==> config.mk <==
export PLATFORM = sky130hd
export DESIGN_NAME = uart_cmd_bridge
export DESIGN_NICKNAME = d
export VERILOG_FILES = /design/src/rtl/uart_cmd_bridge.sv
export SDC_FILE = /design/constraint.sdc
export NUM_CORES = 1
export LEC_CHECK = 0
export BUFFER_PORTS_ARGS = -buffer_cell sky130_fd_sc_hd__buf_2
export CORE_ASPECT_RATIO = 1.5
export CORE_UTILIZATION = 50
export DETAILED_ROUTE_END_ITERATION = 16
export GPL_ROUTABILITY_DRIVEN = 1
export GPL_TIMING_DRIVEN = 0
export PLACE_DENSITY = 0.73
export SYNTH_ARGS = -nofsm -noshare
export SYNTH_HDL_FRONTEND = slang
export SYNTH_SLANG_ARGS = --single-unit
export TNS_END_PERCENT = 20
==> constraint.sdc <==
create_clock -name CLK_I -period 4.25 [get_ports CLK_I]
set_input_delay 0 -clock CLK_I [delete_from_list [all_inputs] [get_ports CLK_I]]
set_output_delay 0 -clock CLK_I [all_outputs]
set_load 0.01 [all_outputs]
==> src/rtl/uart_cmd_bridge.sv <==
// UART command bridge: assembles host frames from the RX FIFO, issues one register access, returns status/data.
// Optional inter-byte timeout enabled by defining UART_CMD_BRIDGE_TIMEOUT_EN.
module uart_cmd_bridge #(
  parameter int TIMEOUT_CYCLES = 100000
) (
  input  logic        CLK_I,
  input  logic        RST_NI,
  input  logic        UART_RX_EMPTY_I,
  output logic        UART_RE_O,
  input  logic [7:0]  UART_DREC_I,
  input  logic        UART_TX_READY_I,
  output logic        UART_WE_O,
  output logic [7:0]  UART_DSEND_O,
  output logic        REQ_VALID_O,
  input  logic        REQ_READY_I,
  output logic        REQ_WE_O,
  output logic [7:0]  REQ_ADDR_O,
  output logic [31:0] REQ_WDATA_O,
  input  logic        RSP_VALID_I,
  input  logic [31:0] RSP_RDATA_I,
  input  logic        RSP_ERR_I,
  output logic        BUSY_O
);

  typedef enum logic [2:0] {RX_CMD, RX_ADDR, RX_DATA, REQ, RSP, TX_BYTE, TX_GAP} state_t;

  state_t      state, state_nxt;
  logic        pop, pop_q, rx_state, tmo;
  logic        is_wr_q, we_q, req_vld_q;
  logic [7:0]  addr_q, status_q, dsend_q;
  logic [31:0] wdata_q, rdata_q;
  logic [2:0]  cnt_q, len_q;

  if (TIMEOUT_CYCLES < 2) begin : g_param_chk
    $error("TIMEOUT_CYCLES must be at least 2");
  end

  function automatic logic [7:0] tx_sel(input logic [2:0] idx, input logic [7:0] status,
                                        input logic [31:0] rdata);
    case (idx)
      3'd1:    tx_sel = rdata[7:0];
      3'd2:    tx_sel = rdata[15:8];
      3'd3:    tx_sel = rdata[23:16];
      3'd4:    tx_sel = rdata[31:24];
      default: tx_sel = status;
    endcase
  endfunction

  // pop_q blocks back-to-back pops so the FIFO empty flag has a cycle to settle
  always_comb begin
    rx_state = (state == RX_CMD) || (state == RX_ADDR) || (state == RX_DATA);
    pop      = rx_state && !UART_RX_EMPTY_I && !pop_q;
    BUSY_O   = (state != RX_CMD);
  end

  assign UART_RE_O    = pop;
  assign UART_WE_O    = we_q;
  assign UART_DSEND_O = dsend_q;
  assign REQ_VALID_O  = req_vld_q;
  assign REQ_WE_O     = is_wr_q;
  assign REQ_ADDR_O   = addr_q;
  assign REQ_WDATA_O  = wdata_q;

`ifdef UART_CMD_BRIDGE_TIMEOUT_EN
  localparam int TW = $clog2(TIMEOUT_CYCLES + 1);
  logic [TW-1:0] tmo_q;

  assign tmo = (tmo_q == TW'(TIMEOUT_CYCLES));

  always_ff @(posedge CLK_I or negedge RST_NI) begin
    if (!RST_NI)
      tmo_q <= '0;
    else if ((state == RX_ADDR || state == RX_DATA) && !pop) begin
      if (!tmo) tmo_q <= tmo_q + TW'(1);
    end else
      tmo_q <= '0;
  end
`else
  assign tmo = 1'b0;
`endif

  always_ff @(posedge CLK_I or negedge RST_NI) begin
    if (!RST_NI) state <= RX_CMD;
    else         state <= state_nxt;
  end

  always_comb begin
    state_nxt = state;
    case (state)
      RX_CMD:  if (pop) state_nxt = (UART_DREC_I == 8'h01 || UART_DREC_I == 8'h02) ? RX_ADDR : TX_BYTE;
      RX_ADDR: if (pop) state_nxt = is_wr_q ? RX_DATA : REQ;
               else if (tmo) state_nxt = RX_CMD;
      RX_DATA: if (pop) begin
                 if (cnt_q == 3'd3) state_nxt = REQ;
               end else if (tmo) state_nxt = RX_CMD;
      REQ:     if (REQ_READY_I) state_nxt = RSP;
      RSP:     if (RSP_VALID_I) state_nxt = TX_BYTE;
      TX_BYTE: if (UART_TX_READY_I) state_nxt = TX_GAP;
      TX_GAP:  state_nxt = (cnt_q < len_q) ? TX_BYTE : RX_CMD;
      default: state_nxt = RX_CMD;
    endcase
  end

  // request valid follows the next state, so it drops the cycle after the handshake
  always_ff @(posedge CLK_I or negedge RST_NI) begin
    if (!RST_NI) begin
      pop_q     <= 1'b0;
      we_q      <= 1'b0;
      req_vld_q <= 1'b0;
      is_wr_q   <= 1'b0;
      addr_q    <= '0;
      wdata_q   <= '0;
      rdata_q   <= '0;
      status_q  <= '0;
      dsend_q   <= '0;
      cnt_q     <= '0;
      len_q     <= '0;
    end else begin
      pop_q     <= pop;
      we_q      <= 1'b0;
      req_vld_q <= (state_nxt == REQ);
      case (state)
        RX_CMD: if (pop) begin
          is_wr_q  <= (UART_DREC_I == 8'h02);
          status_q <= (UART_DREC_I == 8'h03) ? 8'h00 : 8'hEE;
          len_q    <= 3'd1;
          cnt_q    <= '0;
        end
        RX_ADDR: if (pop) begin
          addr_q <= UART_DREC_I;
          cnt_q  <= '0;
        end
        RX_DATA: if (pop) begin
          wdata_q[{cnt_q[1:0], 3'b000} +: 8] <= UART_DREC_I;
          cnt_q <= cnt_q + 3'd1;
        end
        RSP: if (RSP_VALID_I) begin
          rdata_q  <= RSP_RDATA_I;
          status_q <= {7'd0, RSP_ERR_I};
          len_q    <= (!is_wr_q && !RSP_ERR_I) ? 3'd5 : 3'd1;
          cnt_q    <= '0;
        end
        TX_BYTE: if (UART_TX_READY_I) begin
          we_q    <= 1'b1;
          dsend_q <= tx_sel(cnt_q, status_q, rdata_q);
          cnt_q   <= cnt_q + 3'd1;
        end
        default: ;
      endcase
    end
  end

endmodule

==> results of run 1 <==
-- final timing paths --
check	start	endpoint	slack, ns	cells past startpoint
setup / recovery	cnt_q[0]$_DFFE_PN0P_	UART_DSEND_O[6]$_DFFE_PN0P_	2.05	7
hold / removal	UART_DREC_I[6]	REQ_WDATA_O[6]$_DFFE_PN0P_	0.006	3
setup reg to reg	cnt_q[0]$_DFFE_PN0P_	UART_DSEND_O[6]$_DFFE_PN0P_	2.05	7
hold reg to reg	len_q[0]$_DFFE_PN0P_	len_q[0]$_DFFE_PN0P_	0.48	1
max in group asynchronous	RST_NI	rdata_q[18]$_DFFE_PN0P_	3.43	3
min in group asynchronous	RST_NI	REQ_ADDR_O[7]$_DFFE_PN0P_	0.16	2
-- cells by family (layout without fill, tap and decap cells) --
logic type / count (synthesis) / count (layout) / synth area share
flip-flops: 94 / 94 / 0.561
AND/OR/NAND/NOR: 84 / 84 / 0.109
AO/OA/AOI/OAI: 74 / 74 / 0.115
buffers and inverters: 61 / 213 / 0.0644
multiplexers: 45 / 45 / 0.128
adder cells (fa/ha/maj): 7 / 7 / 0.0209
XOR/XNOR: 1 / 1 / 0.00209
-- report_power, final --
group	total, mW	switching (mW)	internal [mW]
combinational	1.31	0.664	0.641
sequential	1.52	0.228	1.29
clock	0.787	0.317	0.470
total	3.61	1.21	2.40
-- stage by stage --
| step | hold WS, ns | instances | total power [mW] | instance area [sq um] |
|---|---|---|---|---|
| after floorplan | -0.296 | 366 | 2.33 | 4190 |
| after global placement | 0.227 | 568 | 2.74 | 4810 |
| after detailed placement | -0.0180 | 569 | 2.81 | 4840 |
| after CTS | 0.00505 | 623 | 3.63 | 5520 |
| after global routing | 0.0220 | 623 | 3.83 | 5520 |
| final | 0.00565 | 623 | 3.61 | 5520 |
-- registers in the layout, summed over array words and instances (netlist names) --
register,flops
rdata_q,32
REQ_ADDR_O,8
status_q,2
REQ_VALID_O,1
cnt_q,3
state,3
REQ_WE_O,1
UART_WE_O,1
len_q,2
pop_q,1
REQ_WDATA_O,32
UART_DSEND_O,8
-- per-layer routing --
layer	GRT usage	vias to the layer above
met4	0.142	0
met2	0.463	117
met1	0.285	1628
met5	0	-
li1	-	1584
met3	0.0359	20
-- cells in the final DEF, fill, tap and decap left out, drive strengths merged, types with 4 or more instances in the layout --
| cell | netlist | final |
|---|---|---|
| a32o | 6 | 6 |
| o21ai | 35 | 35 |
| o211ai | 6 | 6 |
| nor2 | 4 | 4 |
| mux2 | 44 | 44 |
| clkbuf | 8 | 22 |
| and3 | 6 | 6 |
| or3 | 5 | 5 |
| nand3 | 37 | 37 |
| a221oi | 7 | 7 |
| ha | 7 | 7 |
| nand2 | 12 | 12 |
| buf | 15 | 113 |
| a21oi | 6 | 6 |
| inv | 38 | 38 |
| dlygate4sd3 | 0 | 39 |
| nand2b | 5 | 5 |
| dfrtp | 94 | 94 |
-- worst reg2reg max path, delay by kind of cell (launching register included) --
| kind | cells | cell delay (ns) |
|---|---|---|
| simple gates | 2 | 0.66 |
| flops | 1 | 0.47 |
| buf+inv | 2 | 0.39 |
| compound gates | 2 | 0.38 |
| fa+ha+maj | 1 | 0.21 |
-- area by class of cell --
| type | instances | share of cell area |
|---|---|---|
| multi-input combinational | 211 | 0.285 |
| clock inverter | 1 | 0.00544 |
| clock buffer | 14 | 0.0461 |
| buffer | 23 | 0.0231 |
| tap | 105 | 0.0238 |
| inverter | 38 | 0.0259 |
| timing repair buffer | 137 | 0.164 |
| sequential | 94 | 0.426 |
==> results.yml, run 1 <==
cts:
  worst_setup_hold_path_clk_slew_ns: 0.06
  tritoncts: "built"
  insertion_delay_ns: 0.34
  htreeDepth: 3
  root_buffer: "sky130_fd_sc_hd__clkbuf_16"
  ctsLongestPathBuffers: 2
  post_cts_resize_count: 0
  cts.repair_timing.setup_buffer_count: 0
  cts-buffers-inserted: 9
  clock_sink_count: 94
  ctsHoldBuffers: 39
routing:
  drt_drc_violations_left: 0
  wl_per_cell_um: 16.5
  vias: 3349
  postRouteAntennaNets: 0
  drt-pass1-iter-count: 4
  vias_per_cell: 5.38
  drt_iter0_markers: 167
  top_layer_used: "met4"
  met3_wirelength_um: 497
  drt_wl_total_um: 10300
  met2WireLength_um: 5500
  met1_wl_um: 4000
yosys:
  postSynth.topFlopCell: "sky130_fd_sc_hd__dfrtp_1"
  asyncSetResetFlopFracSynth: 1.00
  yosysSeqAreaShare: 0.561
  postSynthNetCount: 420
  synthDistinctLibCells: 43
  netlist.top_cell.by_area: "sky130_fd_sc_hd__dfrtp_1"
  synth_largest_type_area_fraction: 0.561
  post_synth_main_area_contributors: "sky130_fd_sc_hd__dfrtp_1, sky130_fd_sc_hd__mux2_2, sky130_fd_sc_hd__nand3_1"
  yosysWarnings: 0
  synth_edf_count: 0
  synth.ff_latch_count: 94
  syn_area_sq_mm: 0.00419
  avgSynthCellArea_sq_um: 11.5
  post_synth_most_frequent_cells: "sky130_fd_sc_hd__dfrtp_1, sky130_fd_sc_hd__inv_1, sky130_fd_sc_hd__nand3_1"
  most_used_standard_cell_by_instance_count_after_synthesis: "sky130_fd_sc_hd__dfrtp_1"
  post_synth_inst_count: 366
finish:
  final-seq-area_sq_mm: 0.00235
  area.growth.synth_to_final_pct: 31.5
  drive_above_1_share: 0.320
  final_nets: 568
  finalCoreUtilization: 0.684
  multi_input_area_sq_mm: 0.00157
  antennaDiodeCount: 0
  num-fill-cells: 634
die:
  die_boundary_height_um: 114
  die_width_um: 76.8
  core.rowCount: 40
  ios: 100
  core_region_area_sq_mm: 0.00806
  floorplan.initialDensity: 0.520
  design.die.area_sq_mm: 0.00877
place:
  preCtsSetupSlack_ns: 2.05
  port_buffers: 97
  place_congestion: 0.847
  dp_hpwl_um: 7080
grt:
  antenna_found_initial: 0
  globalRoute.totalOverflow: 0
  grt_max_degree: 62
  grt_pass1_wl_um: 17000
  first_global_vias: 3427
  track_usage: 0.255
timing:
  max_freq_ghz: 0.454
  final-setup-viol-count: 0
  worst_pin_slew_ns: 0.928
  finalMaxSlewViolations: 0
  max-slew-margin-rel: 0.380
  totalNegativeSetupSlack_ns: 0
  final-hold-violation-count: 0
  period_needed_ns: 2.20
  fin_ws_ns: 2.05
  final.period_utilization: 0.518
  final.setup_skew_ns: 0.00443
  grt_setup_unrepaired: "no"
critical_path:
  cp_slowest_cell: "sky130_fd_sc_hd__dfrtp_1"
  criticalPathCategory: "register to register"
  critPathRequiredTime_ns: 4.51
  timing.critical_path.cells: "inv_1, ha_1, clkbuf_1, or3_1, a21oi_1, nand3_1, o211ai_1"
  worst_stage_delay_on_the_critical_path_ns: 0.47
  path_max_fanout: 9
  cp_top_family: "simple AND/OR/NAND/NOR gates"
  worst-endpoint-arrival_ns: 2.46
  cp-end-kind: "register"
  critical_path.n_buffers_inverters: 2
  worstSetupStartpointType: "register"
pwr:
  p_per_area_mw_per_mm2: 655
  static-leakage-power_nw: 2.65
  ir_drop_mv: 0.388
job:
  cap_violations: 0
outcome:
  run_status: "finished, final reports clean"
min_path:
  holdCritPathClass: "input port to register"
(Power assumes the default switching activity.)
==> run 2: changes to the inputs <==
--- a/config.mk
+++ b/config.mk
@@ -7,11 +7,11 @@
 export LEC_CHECK = 0
 export BUFFER_PORTS_ARGS = -buffer_cell sky130_fd_sc_hd__buf_2
 export CORE_ASPECT_RATIO = 1.5
-export CORE_UTILIZATION = 50
+export CORE_UTILIZATION = 48
 export DETAILED_ROUTE_END_ITERATION = 16
 export GPL_ROUTABILITY_DRIVEN = 1
 export GPL_TIMING_DRIVEN = 0
-export PLACE_DENSITY = 0.73
+export PLACE_DENSITY = 0.74
 export SYNTH_ARGS = -nofsm -noshare
 export SYNTH_HDL_FRONTEND = slang
 export SYNTH_SLANG_ARGS = --single-unit
==> constraint.sdc (replaced) <==
create_clock -name CLK_I -period 1.88 [get_ports CLK_I]
set_input_delay 0 -clock CLK_I [delete_from_list [all_inputs] [get_ports CLK_I]]
set_output_delay 0 -clock CLK_I [all_outputs]
set_load 0.01 [all_outputs]
==> run 2 against run 1 <==
Net effect: sequential power up 130%; die area is 4.1% higher; wire length is 2.7% higher; critical path depth decreased by 2; first-iteration DRC count down 0.60%; clock skew is 0.00058 ns higher; clock power is 140% higher; maximum frequency is 19% higher; largest cell class unchanged.
==> results.yml, run 2 (same netlist as run 1, synthesis figures left out) <==
outcome:
  run_status: "finished, final reports clean"
pwr:
  ir_drop_mv: 0.817
  cell_internal_pwr_mw: 5.64
  total_power_mw: 8.51
  seqPwrFrac: 0.408
  power.clock.fraction: 0.223
  power.switching_fraction: 0.337
  static-leakage-power_nw: 2.69
  p_per_area_mw_per_mm2: 1500
  power.share.combinational: 0.369
  switching_power_summed_over_all_nets_mw: 2.87
finish:
  final_area_sq_mm: 0.00565
  num-fill-cells: 648
  final-instance-count-excl-fill: 624
  antennaDiodeCount: 0
  leading_cell_type_in_the_layout_fill_and_taps_excluded: "sky130_fd_sc_hd__buf_2"
  area.growth.synth_to_final_pct: 34.8
  drive_above_1_share: 0.369
  final_cell_mix: "sky130_fd_sc_hd__buf_2, sky130_fd_sc_hd__dfrtp_1, sky130_fd_sc_hd__dlygate4sd3_1, sky130_fd_sc_hd__inv_1"
  final_nets: 566
critical_path:
  cp-end-kind: "register"
  worstSetupStartpointType: "register"
  critPathRequiredTime_ns: 2.10
  worst-endpoint-arrival_ns: 2.07
  path_max_fanout: 10
  criticalPathCategory: "register to register"
timing:
  final.setup_skew_ns: 0.00500
  period_needed_ns: 1.86
  final-setup-viol-count: 0
  totalNegativeSetupSlack_ns: 0
  worst_pin_slew_ns: 0.545
  hold_slack_ns: 0.0159
  grt_setup_unrepaired: "yes"
  final-hold-violation-count: 0
  max_freq_ghz: 0.539
  max-slew-margin-rel: 0.635
  final.period_utilization: 0.987
  finalMaxSlewViolations: 0
routing:
  vias: 3370
  drt_iter0_markers: 166
  drt_wl_total_um: 10600
  drt_drc_violations_left: 0
  wl_per_cell_um: 16.9
  postRouteAntennaNets: 0
  vias_per_cell: 5.40
  drt-pass1-iter-count: 4
die:
  floorplan.initialDensity: 0.495
  die_boundary_height_um: 116
  core_region_area_sq_mm: 0.00846
  core.rowCount: 41
  die_width_um: 78.3
  ios: 100
  design.die.area_sq_mm: 0.00912
cts:
  insertion_delay_ns: 0.33
  cts-buffers-inserted: 9
  htreeDepth: 3
  clock_sink_count: 94
  root_buffer: "sky130_fd_sc_hd__clkbuf_16"
  worst_setup_hold_path_clk_slew_ns: 0.06
  tritoncts: "built"
  ctsLongestPathBuffers: 2
grt:
  track_usage: 0.243
  antenna_found_initial: 0
  grt_max_degree: 74
  first_global_vias: 3476
  globalRoute.totalOverflow: 0
  grt_pass1_wl_um: 16800
place:
  place_inst: 571
  dp_hpwl_um: 7070
  placed_area_sq_mm: 0.00484
  port_buffers: 97
  place_congestion: 0.843
job:
  cap_violations: 0
min_path:
  holdCritPathClass: "input port to register"
-- run 2: cell count changes in the layout (fill, tap and decap cells not counted), sizes merged --
cell / change
clkbuf: -3
buf: +1
clkinvlp: +1
-- run 2: power groups by stage --
stage	Clock (mW)	Sequential [mW]	Combinational, mW
2_1_floorplan	0	3.57	1.70
3_3_place_gp	0	3.41	2.79
3_5_place_dp	0	3.47	2.89
4_1_cts	1.93	3.44	3.04
5_1_grt	2.02	3.57	3.44
6_report	1.89	3.47	3.14
-- run 2: worst paths after layout --
check | startpoint | endpoint | slack, ns | cells past startpoint
min in group asynchronous | RST_NI | REQ_ADDR_O[4]$_DFFE_PN0P_ | 0.11 | 2
worst max-delay path | state[2]$_DFF_PN0_ | REQ_ADDR_O[7]$_DFFE_PN0P_ | 0.02 | 5
worst max register to register | state[2]$_DFF_PN0_ | REQ_ADDR_O[7]$_DFFE_PN0P_ | 0.02 | 5
worst min-delay path | UART_DREC_I[6] | REQ_WDATA_O[14]$_DFFE_PN0P_ | 0.02 | 3
max in group asynchronous | RST_NI | cnt_q[2]$_DFFE_PN0P_ | 1.12 | 3
worst min register to register | len_q[0]$_DFFE_PN0P_ | len_q[0]$_DFFE_PN0P_ | 0.46 | 1
-- run 2: metrics by stage --
step	utilization	worst slack, ns
after floorplan	-	0.126
final	0.668	0.0250
after global placement	0.569	-0.175
after global routing	0.668	-0.120
after CTS	0.661	-0.00506
after detailed placement	0.572	-0.255
-- run 2: metal layers --
layer / GRT usage / vias to the layer above / wire length [um]
li1: - / 1585 / -
met1: 0.267 / 1632 / 4080
met2: 0.451 / 131 / 5680
met3: 0.0469 / 22 / 534
met4: 0.112 / 0 / 263
met5: 0 / - / 0
-- run 2: area by class of cell --
type	instances	area (sq um)	share of cell area
Clock inverter	2	37.5	0.00664
Multi-Input combinational cell	211	1660	0.294
Tap cell	107	134	0.0237
Buffer	20	126	0.0224
Timing Repair Buffer	138	913	0.162
Clock buffer	14	284	0.0502
Inverter	38	143	0.0252
Sequential cell	94	2350	0.417
-- run 2: repair_timing --
action	4_1_cts	5_1_grt
setup buffers	0	1
gates resized for setup	13	18
endpoints found under the setup margin	70	78
hold buffers	39	0
hold endpoints to repair	140	0
-- run 2: worst max-delay path: stages, from the launching register on --
cell and delay, ns:
sky130_fd_sc_hd__dfrtp_1 0.40, sky130_fd_sc_hd__buf_6 0.15, sky130_fd_sc_hd__or3_4 0.40, sky130_fd_sc_hd__or3_4 0.34, sky130_fd_sc_hd__buf_6 0.16, sky130_fd_sc_hd__mux2_4 0.29
